===== src/rtl/speechrec_pkg.sv =====
// Shared types, default sizes and width helpers for the speech matcher.
package speechrec_pkg;

    localparam int unsigned N_SAMPLES_DEF   = 1000;
    localparam int unsigned N_TEMPLATES_DEF = 4;
    localparam int unsigned SAMPLE_W_DEF    = 10;

    // $clog2 that never returns 0, so single-entry ranges still get a 1-bit field.
    function automatic int unsigned clog2_min1(input int unsigned n);
        return (n > 1) ? $clog2(n) : 1;
    endfunction

    // Wide enough for N_SAMPLES terms of at most 2^sample_w - 1 each.
    function automatic int unsigned acc_width(input int unsigned sample_w, input int unsigned n);
        return sample_w + clog2_min1(n);
    endfunction

    localparam int unsigned ADDR_W_DEF = clog2_min1(N_SAMPLES_DEF);
    localparam int unsigned ACC_W_DEF  = acc_width(SAMPLE_W_DEF, N_SAMPLES_DEF);

    typedef enum logic [2:0] {
        StIdle,
        StPrime,
        StAccum,
        StCmp,
        StDone
    } state_e;

endpackage


===== src/rtl/match_sequencer_if.sv =====
// Control, memory-read and result signals between the matcher and its neighbours.
interface match_sequencer_if
    import speechrec_pkg::*;
#(
    parameter int unsigned N_SAMPLES   = N_SAMPLES_DEF,
    parameter int unsigned N_TEMPLATES = N_TEMPLATES_DEF,
    parameter int unsigned SAMPLE_W    = SAMPLE_W_DEF
) ();
    localparam int unsigned ADDR_W = clog2_min1(N_SAMPLES);
    localparam int unsigned IDX_W  = clog2_min1(N_TEMPLATES);
    localparam int unsigned ACC_W  = acc_width(SAMPLE_W, N_SAMPLES);

    logic                start;
    logic [ADDR_W-1:0]   rd_addr;
    logic [IDX_W-1:0]    tmpl_sel;
    logic [SAMPLE_W-1:0] sample_data;
    logic [SAMPLE_W-1:0] tmpl_data;
    logic                busy;
    logic                done;
    logic                result_valid;
    logic [IDX_W-1:0]    best_idx;
    logic [ACC_W-1:0]    best_score;

    // The matcher itself.
    modport master (
        input  start, sample_data, tmpl_data,
        output rd_addr, tmpl_sel, busy, done, result_valid, best_idx, best_score
    );

    // Capture RAM, template ROM and the results consumer.
    modport slave (
        output start, sample_data, tmpl_data,
        input  rd_addr, tmpl_sel, busy, done, result_valid, best_idx, best_score
    );
endinterface


===== src/rtl/sad_accumulator.sv =====
// Running sum of absolute differences between two unsigned sample streams.
module sad_accumulator #(
    parameter int unsigned SAMPLE_W = 10,
    parameter int unsigned ACC_W    = 20
) (
    input  logic                clk,
    input  logic                reset,
    input  logic                clr_i,
    input  logic                en_i,
    input  logic [SAMPLE_W-1:0] a_i,
    input  logic [SAMPLE_W-1:0] b_i,
    output logic [ACC_W-1:0]    acc_o
);
    logic [SAMPLE_W:0]   diff;
    logic [SAMPLE_W-1:0] mag;
    logic [ACC_W-1:0]    acc_q;

    // Signed difference one bit wider than the samples, then its magnitude.
    always_comb begin
        diff = {1'b0, a_i} - {1'b0, b_i};
        mag  = diff[SAMPLE_W] ? SAMPLE_W'(~diff + 1'b1) : diff[SAMPLE_W-1:0];
    end

    // Clear has priority so a new template always starts from zero.
    always_ff @(posedge clk or posedge reset) begin
        if (reset) begin
            acc_q <= '0;
        end else if (clr_i) begin
            acc_q <= '0;
        end else if (en_i) begin
            acc_q <= acc_q + ACC_W'(mag);
        end
    end

    assign acc_o = acc_q;
endmodule


===== src/rtl/match_sequencer.sv =====
// Scores a captured utterance against each stored template and keeps the best match.
module match_sequencer
    import speechrec_pkg::*;
#(
    parameter int unsigned N_SAMPLES   = N_SAMPLES_DEF,
    parameter int unsigned N_TEMPLATES = N_TEMPLATES_DEF,
    parameter int unsigned SAMPLE_W    = SAMPLE_W_DEF
) (
    input logic               clk,
    input logic               reset,
    match_sequencer_if.master bus
);
    localparam int unsigned ADDR_W = clog2_min1(N_SAMPLES);
    localparam int unsigned IDX_W  = clog2_min1(N_TEMPLATES);
    localparam int unsigned ACC_W  = acc_width(SAMPLE_W, N_SAMPLES);

    localparam logic [ADDR_W-1:0] LastAddr = ADDR_W'(N_SAMPLES - 1);
    localparam logic [IDX_W-1:0]  LastTmpl = IDX_W'(N_TEMPLATES - 1);

    state_e            state_q;
    logic [ADDR_W-1:0] j_q;
    logic [ADDR_W-1:0] rd_addr_q;
    logic [IDX_W-1:0]  tmpl_sel_q;
    logic              busy_q;
    logic              done_q;
    logic              result_valid_q;
    logic [IDX_W-1:0]  best_idx_q;
    logic [ACC_W-1:0]  best_score_q;

    logic [ACC_W-1:0]  acc;
    logic              acc_clr;
    logic              acc_en;

    // Read address runs one ahead of j and parks on the last sample.
    function automatic logic [ADDR_W-1:0] sat_inc(input logic [ADDR_W-1:0] a);
        return (a == LastAddr) ? a : a + 1'b1;
    endfunction

    assign acc_clr = (state_q == StPrime);
    assign acc_en  = (state_q == StAccum);

    sad_accumulator #(
        .SAMPLE_W (SAMPLE_W),
        .ACC_W    (ACC_W)
    ) u_sad (
        .clk   (clk),
        .reset (reset),
        .clr_i (acc_clr),
        .en_i  (acc_en),
        .a_i   (bus.sample_data),
        .b_i   (bus.tmpl_data),
        .acc_o (acc)
    );

    // Sequencer FSM with all externally visible outputs registered.
    always_ff @(posedge clk or posedge reset) begin
        if (reset) begin
            state_q        <= StIdle;
            j_q            <= '0;
            rd_addr_q      <= '0;
            tmpl_sel_q     <= '0;
            busy_q         <= 1'b0;
            done_q         <= 1'b0;
            result_valid_q <= 1'b0;
            best_idx_q     <= '0;
            best_score_q   <= '0;
        end else begin
            done_q <= 1'b0;
            unique case (state_q)
                StIdle: begin
                    if (bus.start) begin
                        state_q        <= StPrime;
                        tmpl_sel_q     <= '0;
                        rd_addr_q      <= '0;
                        busy_q         <= 1'b1;
                        result_valid_q <= 1'b0;
                        best_idx_q     <= '0;
                        best_score_q   <= '1;
                    end
                end
                StPrime: begin
                    // Address 0 is on the bus now; its data arrives in the first ACCUM cycle.
                    state_q   <= StAccum;
                    j_q       <= '0;
                    rd_addr_q <= sat_inc(rd_addr_q);
                end
                StAccum: begin
                    rd_addr_q <= sat_inc(rd_addr_q);
                    if (j_q == LastAddr) begin
                        state_q <= StCmp;
                    end else begin
                        j_q <= j_q + 1'b1;
                    end
                end
                StCmp: begin
                    // Strict compare: on a tie the earlier template stays best.
                    if (acc < best_score_q) begin
                        best_score_q <= acc;
                        best_idx_q   <= tmpl_sel_q;
                    end
                    rd_addr_q <= '0;
                    if (tmpl_sel_q == LastTmpl) begin
                        state_q <= StDone;
                        done_q  <= 1'b1;
                    end else begin
                        tmpl_sel_q <= tmpl_sel_q + 1'b1;
                        state_q    <= StPrime;
                    end
                end
                StDone: begin
                    state_q        <= StIdle;
                    busy_q         <= 1'b0;
                    result_valid_q <= 1'b1;
                    tmpl_sel_q     <= '0;
                end
                default: begin
                    state_q <= StIdle;
                end
            endcase
        end
    end

    assign bus.rd_addr      = rd_addr_q;
    assign bus.tmpl_sel     = tmpl_sel_q;
    assign bus.busy         = busy_q;
    assign bus.done         = done_q;
    assign bus.result_valid = result_valid_q;
    assign bus.best_idx     = best_idx_q;
    assign bus.best_score   = best_score_q;
endmodule


===== src/flat_wrapper.sv =====
// flat-port wrapper written by rule: the top's interface ports become plain ports
module match_sequencer_flat import speechrec_pkg::*;
#(
    parameter int unsigned N_SAMPLES   = N_SAMPLES_DEF,
    parameter int unsigned N_TEMPLATES = N_TEMPLATES_DEF,
    parameter int unsigned SAMPLE_W    = SAMPLE_W_DEF
)
  (clk, reset, bus_start, bus_sample_data, bus_tmpl_data, bus_rd_addr, bus_tmpl_sel, bus_busy, bus_done, bus_result_valid, bus_best_idx, bus_best_score);
  match_sequencer_if #(.N_SAMPLES(N_SAMPLES), .N_TEMPLATES(N_TEMPLATES), .SAMPLE_W(SAMPLE_W)) bus_i ();
  input logic clk;
  input logic reset;
  input wire logic [$bits(bus_i.start)-1:0] bus_start;
  input wire logic [$bits(bus_i.sample_data)-1:0] bus_sample_data;
  input wire logic [$bits(bus_i.tmpl_data)-1:0] bus_tmpl_data;
  output wire logic [$bits(bus_i.rd_addr)-1:0] bus_rd_addr;
  output wire logic [$bits(bus_i.tmpl_sel)-1:0] bus_tmpl_sel;
  output wire logic [$bits(bus_i.busy)-1:0] bus_busy;
  output wire logic [$bits(bus_i.done)-1:0] bus_done;
  output wire logic [$bits(bus_i.result_valid)-1:0] bus_result_valid;
  output wire logic [$bits(bus_i.best_idx)-1:0] bus_best_idx;
  output wire logic [$bits(bus_i.best_score)-1:0] bus_best_score;
  assign bus_i.start = bus_start;
  assign bus_i.sample_data = bus_sample_data;
  assign bus_i.tmpl_data = bus_tmpl_data;
  assign bus_rd_addr = bus_i.rd_addr;
  assign bus_tmpl_sel = bus_i.tmpl_sel;
  assign bus_busy = bus_i.busy;
  assign bus_done = bus_i.done;
  assign bus_result_valid = bus_i.result_valid;
  assign bus_best_idx = bus_i.best_idx;
  assign bus_best_score = bus_i.best_score;
  match_sequencer #(.N_SAMPLES(N_SAMPLES), .N_TEMPLATES(N_TEMPLATES), .SAMPLE_W(SAMPLE_W)) u_core (.clk(clk), .reset(reset), .bus(bus_i));
endmodule

===== config.mk =====
export PLATFORM = sky130hd
export DESIGN_NAME = match_sequencer_flat
export DESIGN_NICKNAME = d
export VERILOG_FILES = /design/src/rtl/speechrec_pkg.sv /design/src/rtl/match_sequencer_if.sv /design/src/rtl/sad_accumulator.sv /design/src/rtl/match_sequencer.sv /design/src/flat_wrapper.sv
export SDC_FILE = /design/constraint.sdc
export NUM_CORES = 1
export LEC_CHECK = 0
export CORE_UTILIZATION = 55
export DETAILED_ROUTE_END_ITERATION = 16
export PLACE_DENSITY = 0.8
export REMOVE_ABC_BUFFERS = 1
export SYNTH_ARGS = -nofsm -noshare
export SYNTH_HDL_FRONTEND = slang
export SYNTH_SLANG_ARGS = --single-unit
export TNS_END_PERCENT = 1

===== constraint.sdc =====
create_clock -name clk -period 5.4 [get_ports clk]
set_input_delay 0.54 -clock clk [delete_from_list [all_inputs] [get_ports clk]]
set_output_delay 0.54 -clock clk [all_outputs]
set_load 0.1 [all_outputs]

### Yosys cells after proc, flatten, opt, wreduce, memory -nomap -nowiden

Cells that the tools add are included.

| operators by class | value |
|---|---|
| add/subtract/negate cells | 6 |
| multipliers | 0 |
| divide/modulo/power cells | 0 |
| magnitude comparators | 1 |
| eq/ne operators | 13 |
| shift-type cells | 0 |
| multiplexer cells | 26 |
| bitwise operators | 1 |
| reduce and logical (&&, ||, !) cells | 13 |

Operator list:

| kind | count |
|---|---|
| $mux W20 | 4 |
| $mux W10 | 4 |
| $pmux W20 S2 | 1 |
| $add A10 B1 Y10 const B | 3 |
| $pmux W10 S3 | 1 |
| $add A20 B10 Y20 | 1 |
| $eq A10 B10 Y1 const B | 2 |
| $lt A20 B20 Y1 | 1 |
| $pmux W10 S2 | 1 |
| $pmux W3 S4 | 1 |
| $sub A10 B10 Y11 | 1 |
| $ne A2 B2 Y1 const B | 5 |
| $not A10 Y10 | 1 |
| $mux W3 | 3 |
| $reduce_and A3 Y1 | 3 |
| $eq A3 B2 Y1 const B | 2 |
| $mux W2 | 3 |
| $pmux W2 S3 | 1 |
| $reduce_and A2 Y1 | 3 |
| $reduce_bool A2 Y1 | 3 |
| $reduce_bool A3 Y1 | 2 |
| $mux W1 | 4 |
| $pmux W1 S2 | 2 |
| $pmux W2 S2 | 1 |
| other kinds (7) | 7 |

| word-level totals | value |
|---|---|
| register bits | 70 |
| bits in latches | 0 |
| bits in writable memories | 0 |
| ROM bits | 0 |
| input port bits | 23 |
| output and inout bits | 37 |
| logic and storage cells | 70 |
| memories kept | 0 |

### Longest topological paths before layout

Gate-level depths: netlist of run 1.

| logic depth | value |
|---|---|
| depth in word-level cells | 7 |
| depth in mapped cells | 19 |

### Cells and area by module

From an unflattened synthesis of run 1, not the netlist that was laid out.

| second synthesis, totals | value |
|---|---|
| cells, all modules | 533 |
| area, all modules | 4849.7 um^2 |

By module, submodules not included:

| module | instances | cells an instance | area each (um^2) | seq. area each (um^2) |
|---|---|---|---|---|
| match_sequencer | 1 | 278 | 2781.4 | 1251.2 |
| sad_accumulator | 1 | 255 | 2068.2 | 500.5 |

### Worst setup path after synthesis of run 1

No wires, ideal clock.

| timing path | value |
|---|---|
| path kind | in2reg |
| start | input bus_sample_data[0] |
| end | register u_core.u_sad.acc_q[19], in the netlist u_core.u_sad.acc_o[19] |
| setup time | 0.079 ns |
| arrival | 3.999 ns |
| required time | 5.321 ns |
| path slack | 1.321 ns |
| cell stages on the path | 18 |
| path buffers | 1 |
| path through | inv_1 > ha_1 > fa_1 > nand2b_2 > a211oi_1 > o211ai_1 > nand2b_1 > a21oi_1 > buf_2 > a21o_1 > ha_1 > a21o_1 > a21o_1 > a21oi_1 > o21bai_1 > a221o_1 > a41oi_1 > mux2i_1 |

| on the way | value |
|---|---|
| cells in the longest elaborated chain, start to end | 7 |

Ends and longest elaborated chain:

| item | line | RTL |
|---|---|---|
| start: declaration | flat_wrapper.sv:13 | `input wire logic [$bits(bus_i.sample_data)-1:0] bus_sample_data;` |
| $sub A10 B10 Y11 (*) | sad_accumulator.sv:20 | `diff = {1'b0, a_i} - {1'b0, b_i};` |
| $not A10 Y10 | sad_accumulator.sv:21 | `mag = diff[SAMPLE_W] ? SAMPLE_W'(~diff + 1'b1) : diff[SAMPLE_W-1:0];` |
| $add A10 B1 Y10 | sad_accumulator.sv:21 |  |
| $mux W10 (*) | sad_accumulator.sv:21 |  |
| $add A20 B10 Y20 (*) | sad_accumulator.sv:31 | `acc_q <= acc_q + ACC_W'(mag);` |
| $mux W20 (*) | sad_accumulator.sv:30 | `end else if (en_i) begin` |
| $mux W20 (*) | sad_accumulator.sv:28 | `end else if (clr_i) begin` |
| end signal: assignment | sad_accumulator.sv:31 |  |
| end: declaration | sad_accumulator.sv:16 | `logic [ACC_W-1:0] acc_q;` |

Mark *: on every way between the ends. The rest lies on a longest branch, timed or not. The select of a mux whose other input is x is not followed.
A chain may end at the register's enable or synchronous reset.

### Final worst setup path of run 1

Same ends and word-level chain as after synthesis.

==> results_dict.tcl, run 1 <==
set metrics [dict create \
    wl_per_cell_um 15.3 \
    drt_first_pass_iters 4 \
    setup.worst_path.end_class "flip-flop" \
    cts.htree.levels 3 \
    via_count_of_the_first_global_routing_pass 3850 \
    holdPathEnd "u_core.bus.result_valid" \
    total_routing_usage_reported_by_global_routing_pct 24.6 \
    worstHoldPathCells 1 \
    clock_skew_ns 0.0172 \
    root_buffer "clkbuf_8" \
    die_width_um 95.8 \
    clockBufferDepth 2 \
    finalWirelength_um 10400 \
    setup_viol 0 \
    floorplan.die_area_um2 9180 \
    r2r_setup_slack_ns 2.00 \
    first_pass_grt_wire_length_um 17500 \
    timing.critical_path.from_type "primary input" \
    synth-main-ff-cell "dfrtp_1" \
    detailed_place_hpwl_um 7800 \
    timing.hold.worst.class "flip-flop to flip-flop" \
    areaGrowthSynthToFinish_pct 17.5 \
    cts-hold-fix-buffers 0 \
    rsz_0062_raised_after_global_routing "false" \
    number_of_gates_resized_after_cts 0 \
    ir_drop_worst_vdd_v 0.000262 \
    routabilityCongestion 0.816 \
    maxCapViolations 0 \
    hold_startpoint "u_core.bus.result_valid" \
    cts-buffers-inserted 9 \
    synth-seq-cells 70 \
    drtIter0Drc 176 \
    synth_enable_flop_cells 0 \
    instance_area_after_placement_um2 5510 \
    cell_leakage_power_nw 2.78 \
    place.port_buffers 59 \
    worst_ep_arrival_time_ns 4.92 \
    numClockSinks 70 \
    globalRoute.totalOverflow 0 \
    synth_warnings 0 \
    post-route-drc-count 0 \
    ios 60 \
    worstReg2RegStart "u_core.state_q[2]" \
    grt_max_degree 71 \
    grt_antenna_before_repair 0 \
    timing_max_transition_violations_final 0 \
    core_um2 8380 \
    postCtsSetupRepairBufs 0 \
    crit_fanout 11 \
    max_slew.worst_pin.slew_ns 0.983 \
    synth-seq-area-share_pct 36.2 \
    row_count 33 \
    layout.nets 638 \
    run_status "finished, final reports clean" \
    syn-mean-instance-area_um2 9.49 \
    syn_area_um2 4840 \
    ys_async_sr_fraction_pct 100 \
    report.final.hold_viol_count 0 \
    criticalPathCategory "primary input to flip-flop" \
    die_h_um 95.8 \
    maximum_operating_frequency_ghz 0.215 \
    yosys.cell_types.count 64 \
    post-route-min-period_ns 4.65 \
    diodes 0 \
    layout-drive-gt1-share_pct 9.06 \
    dr_total_vias 3960 \
    clock_insertion_delay_worst_skew_ns 0.35 \
    totalNegativeSetupSlack_ns 0 \
    postLayoutCellArea_um2 5690 \
    critical_path.reg2reg.endpoint "u_core.bus.rd_addr[3]" \
    setup_slack_ns 0.746 \
    max_slew_margin_pct 34.3 \
    tritoncts "done" \
    placement.setup.worst_slack_ns 0.380 \
    ant_nets 0 \
    route.detailed.vias_per_inst 5.83 \
    clkSlewWorstSetupHoldPaths_ns 0.07 \
    p_per_area_nw_per_um2 608 \
    critPathRequiredTime_ns 5.67 \
    reg2reg_depth 6 \
    final.period_utilization_pct 86.2 \
    netlist_instances 510 \
    start_util_pct 57.8 \
]
power breakdown:
| part | internal (W) | switching (W) | leakage [nW] |
|---|---|---|---|
| clock network | 0.000192 | 0.000194 | 0.0934 |
| registers | 0.000684 | 0.000147 | 0.899 |
| logic | 0.000746 | 0.00150 | 1.78 |
layout by cell type, fill, tap and decap left out, types with 3 or more instances in the layout:
cell type / n
nand2_1: 48
o21a_1: 4
and3_1: 8
and2_1: 4
nand2b_1: 3
xnor2_1: 20
nor2_1: 42
nand3_1: 9
o211ai_1: 4
clkbuf_8: 11
xor2_1: 15
or3_1: 5
buf_4: 3
clkdlybuf4s50_1: 59
a21o_1: 17
a31oi_1: 5
inv_1: 38
mux2i_1: 10
nor3_1: 6
o21ai_1: 4
mux2_4: 18
a21oi_1: 15
o21ai_0: 43
nand4_1: 11
nor2b_1: 6
ha_1: 44
and4_1: 3
dfrtp_1: 70
critical path: stages:
cell and delay [ns]:
clkdlybuf4s50_1 0.45, inv_1 0.04, ha_1 0.22, fa_1 0.45, nand2b_2 0.24, a211oi_1 0.32, o211ai_1 0.14, nand2b_1 0.09
a21oi_1 0.23, nor2_1 0.20, a21o_1 0.11, ha_1 0.23, a21o_1 0.18, a21o_1 0.20, a21oi_1 0.21, o21bai_1 0.14
a221o_1 0.45, a41oi_1 0.28, mux2i_1 0.20
layer usage:
metal	up-vias	part of all wire (%)	GRT usage [%]
li1	1911	-	-
met1	1929	45	32.0
met2	105	49	41.5
met3	15	3.6	3.00
met4	0	1.7	9.95
met5	-	0	0
how the worst max path moves through the flow:
| stage | startpoint | to | slack (ns) | cells past startpoint |
|---|---|---|---|---|
| after floorplan | bus_sample_data[0] | u_core.u_sad.acc_o[19] | 1.31 | 17 |
| after global placement | bus_sample_data[0] | u_core.u_sad.acc_o[19] | 0.57 | 18 |
| after detailed placement | bus_sample_data[0] | u_core.u_sad.acc_o[19] | 0.38 | 19 |
| after CTS | bus_sample_data[0] | u_core.u_sad.acc_o[19] | 0.73 | 19 |
| after global routing | bus_tmpl_data[0] | u_core.u_sad.acc_o[19] | 0.41 | 18 |
| final | bus_sample_data[0] | u_core.u_sad.acc_o[19] | 0.75 | 19 |
cell type report:
cell class / count / area [um^2]
multi-input combinational: 386 / 2870
fill: 654 / 2690
sequential: 70 / 1750
timing repair buffer: 62 / 613
clock buffer: 13 / 159
inverter: 40 / 150
tap: 105 / 131
clock inverter: 3 / 18.8
kinds of logic (layout without fill, tap and decap cells):
logic type	after synthesis	count (layout)	share of synthesized area, %
muxes	30	30	8.11
adders and majority gates	46	46	12.2
and+or+nand+nor	160	160	16.6
xor gates and xnor gates	36	36	6.67
buffers and inverters	54	118	4.60
DFF	70	70	36.2
AOI/OAI and AO/OA	114	114	15.7
flip-flops by register name, summed over array words and instances (netlist names):
name                     flops
u_core.state_q               3
u_core.bus.rd_addr          10
u_core.bus.tmpl_sel          2
u_core.bus.best_score       20
u_core.u_sad.acc_o          20
u_core.j_q                  10
u_core.bus.done              1
u_core.bus.result_valid      1
u_core.bus.best_idx          2
u_core.bus.busy              1
synthesized netlist by cell type, drive strengths merged, types with 5 or more instances:
cell type   n  area (um^2)
dfrtp      70         1750
nand2      48          180
o21ai      47          235
ha         44          551
nor2       42          158
inv        40          150
mux2       20          293
xnor2      20          175
a21o       17          128
xor2       16          148
a21oi      15         75.1
nand4      11         68.8
mux2i      10          100
nand3      10         55.1
and3        8         50.1
clkbuf      8         30.0
nor2b       7         51.3
nor3        7         40.0
buf         6         42.5
or3         6         42.5
a31oi       5         31.3
stage by stage:
stage	utilization (%)	std cells	power, W	hold slack (ns)
floorplan	-	496	0.00255	0.471
global placement	65.8	663	0.00301	0.489
detailed placement	65.8	663	0.00308	0.496
CTS	67.9	679	0.00347	0.511
global route	67.9	679	0.00368	0.547
finish	67.9	679	0.00346	0.509
(Power assumes the default switching activity.)
==> run 2: changes to the inputs <==
--- a/config.mk
+++ b/config.mk
@@ -9,2 +9,3 @@
 export DETAILED_ROUTE_END_ITERATION = 16
+export MAX_ROUTING_LAYER = met4
 export PLACE_DENSITY = 0.8
--- a/constraint.sdc
+++ b/constraint.sdc
@@ -3,2 +3,2 @@
 set_output_delay 0.54 -clock clk [all_outputs]
-set_load 0.1 [all_outputs]
+set_load 0.05 [all_outputs]
==> run 2 against run 1 <==
Compared with the run above: utilization unchanged; count of clock-buffer cells in the layout unchanged; hold slack about the same; die area unchanged; register-to-register slack about the same; setup slack got worse by 0.019 ns; design area unchanged; flip-flop and latch count unchanged; largest cell class unchanged; highest routed layer unchanged.
==> results_dict.tcl, run 2 (synthesis results as in run 1) <==
set metrics [dict create \
    place.port_buffers 59 \
    clkSlewWorstSetupHoldPaths_ns 0.07 \
    wl_per_cell_um 15.3 \
    finalWirelength_um 10400 \
    core_um2 8380 \
    cell_leakage_power_nw 2.78 \
    areaGrowthSynthToFinish_pct 17.5 \
    row_count 33 \
    maximum_operating_frequency_ghz 0.214 \
    filler_cell_count 654 \
    rsz_0062_raised_after_global_routing "false" \
    max_slew_margin_pct 39.4 \
    internal_power_w 0.00162 \
    final.period_utilization_pct 86.5 \
    drtIter0Drc 205 \
    tritoncts "done" \
    postLayoutCellArea_um2 5690 \
    clockBufferDepth 2 \
    critPathRequiredTime_ns 5.67 \
    ant_nets 0 \
    run_status "finished, final reports clean" \
    setup_slack_ns 0.727 \
    numClockSinks 70 \
    report.final.hold_viol_count 0 \
    floorplan.die_area_um2 9180 \
    start_util_pct 57.8 \
    drt_first_pass_iters 4 \
    layout.nets 638 \
    ios 60 \
    pwr-share-seq_pct 27.0 \
    diodes 0 \
    post-route-drc-count 0 \
    clock_insertion_delay_worst_skew_ns 0.35 \
    power_frac_clock_pct 12.4 \
    maxCapViolations 0 \
    post-route-min-period_ns 4.67 \
    total_routing_usage_reported_by_global_routing_pct 25.3 \
    timing.hold.worst.class "flip-flop to flip-flop" \
    criticalPathCategory "primary input to flip-flop" \
    max_slew.worst_pin.slew_ns 0.905 \
    timing.critical_path.from_type "primary input" \
    clock_skew_ns 0.0151 \
    cts.htree.levels 3 \
    cts-buffers-inserted 9 \
    routabilityCongestion 0.828 \
    total_switching_power_w 0.00146 \
    root_buffer "clkbuf_8" \
    ir_drop_worst_vdd_v 0.000205 \
    setup_viol 0 \
    die_h_um 95.8 \
    crit_fanout 11 \
    dr_total_vias 3934 \
    worst_ep_arrival_time_ns 4.94 \
    switching_portion_of_total_power_pct 47.3 \
    first_pass_grt_wire_length_um 17500 \
    die_width_um 95.8 \
    comb_power_share_pct 60.6 \
    globalRoute.totalOverflow 0 \
    via_count_of_the_first_global_routing_pass 3852 \
    instance_area_after_placement_um2 5510 \
    number_of_gates_resized_after_cts 0 \
    postCtsSetupRepairBufs 0 \
    route.detailed.vias_per_inst 5.79 \
    timing_max_transition_violations_final 0 \
    detailed_place_hpwl_um 7800 \
    layout-drive-gt1-share_pct 9.06 \
    cts-hold-fix-buffers 0 \
    layout.cells.most_common_list "dfrtp_1, clkdlybuf4s50_1, nand2_1, ha_1, o21ai_0" \
    grt_max_degree 71 \
    totalNegativeSetupSlack_ns 0 \
    grt_antenna_before_repair 0 \
    setup.worst_path.end_class "flip-flop" \
    p_per_area_nw_per_um2 541 \
    layout_commonest_cell "dfrtp_1" \
    placement.setup.worst_slack_ns 0.380 \
]
==> run 2: layout make-up <==
class,count,area (um^2),share of cell area (%)
clock buffers,13,159,2.79
flip-flops and latches,70,1750,30.8
well taps,105,131,2.31
clock inverters,3,18.8,0.330
multi-input cells,386,2870,50.4
repair buffers,62,613,10.8
inverters,40,150,2.64
==> run 2: worst paths after layout <==
check	slack, ns	start	end	cells after the start
max	0.73	bus_sample_data[0]	u_core.u_sad.acc_o[19]	19
min	0.51	u_core.bus.result_valid	u_core.bus.result_valid	1
max reg2reg	2.00	u_core.state_q[2]	u_core.bus.rd_addr[6]	6
min reg2reg	0.51	u_core.bus.result_valid	u_core.bus.result_valid	1
max in group asynchronous	4.04	reset	u_core.u_sad.acc_o[17]	3
min in group asynchronous	0.79	reset	u_core.bus.best_idx[1]	3
==> run 2: stage by stage <==
step | hold WS, ns | power, W | cells | utilization, %
2_1_floorplan | 0.471 | 0.00218 | 496 | -
3_3_place_gp | 0.489 | 0.00263 | 663 | 65.8
3_5_place_dp | 0.496 | 0.00269 | 663 | 65.8
4_1_cts | 0.511 | 0.00308 | 679 | 67.9
5_1_grt | 0.547 | 0.00330 | 679 | 67.9
6_report | 0.509 | 0.00308 | 679 | 67.9
==> run 2: per-layer routing <==
metal | GRT usage (%) | wire (um)
met5 | - | 0
met4 | 9.95 | 182
met2 | 41.4 | 5110
met3 | 3.24 | 303
met1 | 32.0 | 4770
==> run 2: worst max-delay path, cell delays in order <==
cell,delay [ns]
clkdlybuf4s50_1,0.45
inv_1,0.04
ha_1,0.22
fa_1,0.45
nand2b_2,0.24
a211oi_1,0.32
o211ai_1,0.14
nand2b_1,0.09
a21oi_1,0.23
nor2_1,0.20
a21o_1,0.11
ha_1,0.23
a21o_1,0.18
a21o_1,0.20
a21oi_1,0.21
o21bai_1,0.14
a221o_1,0.46
a41oi_1,0.28
mux2i_1,0.20
==> run 2: power groups by stage <==
stage / logic, W / clock network [W] / registers, W
2_1_floorplan: 0.00102 / 0 / 0.00115
3_3_place_gp: 0.00180 / 0 / 0.000831
3_5_place_dp: 0.00185 / 0 / 0.000840
4_1_cts: 0.00187 / 0.000387 / 0.000830
5_1_grt: 0.00203 / 0.000410 / 0.000856
6_report: 0.00187 / 0.000382 / 0.000831
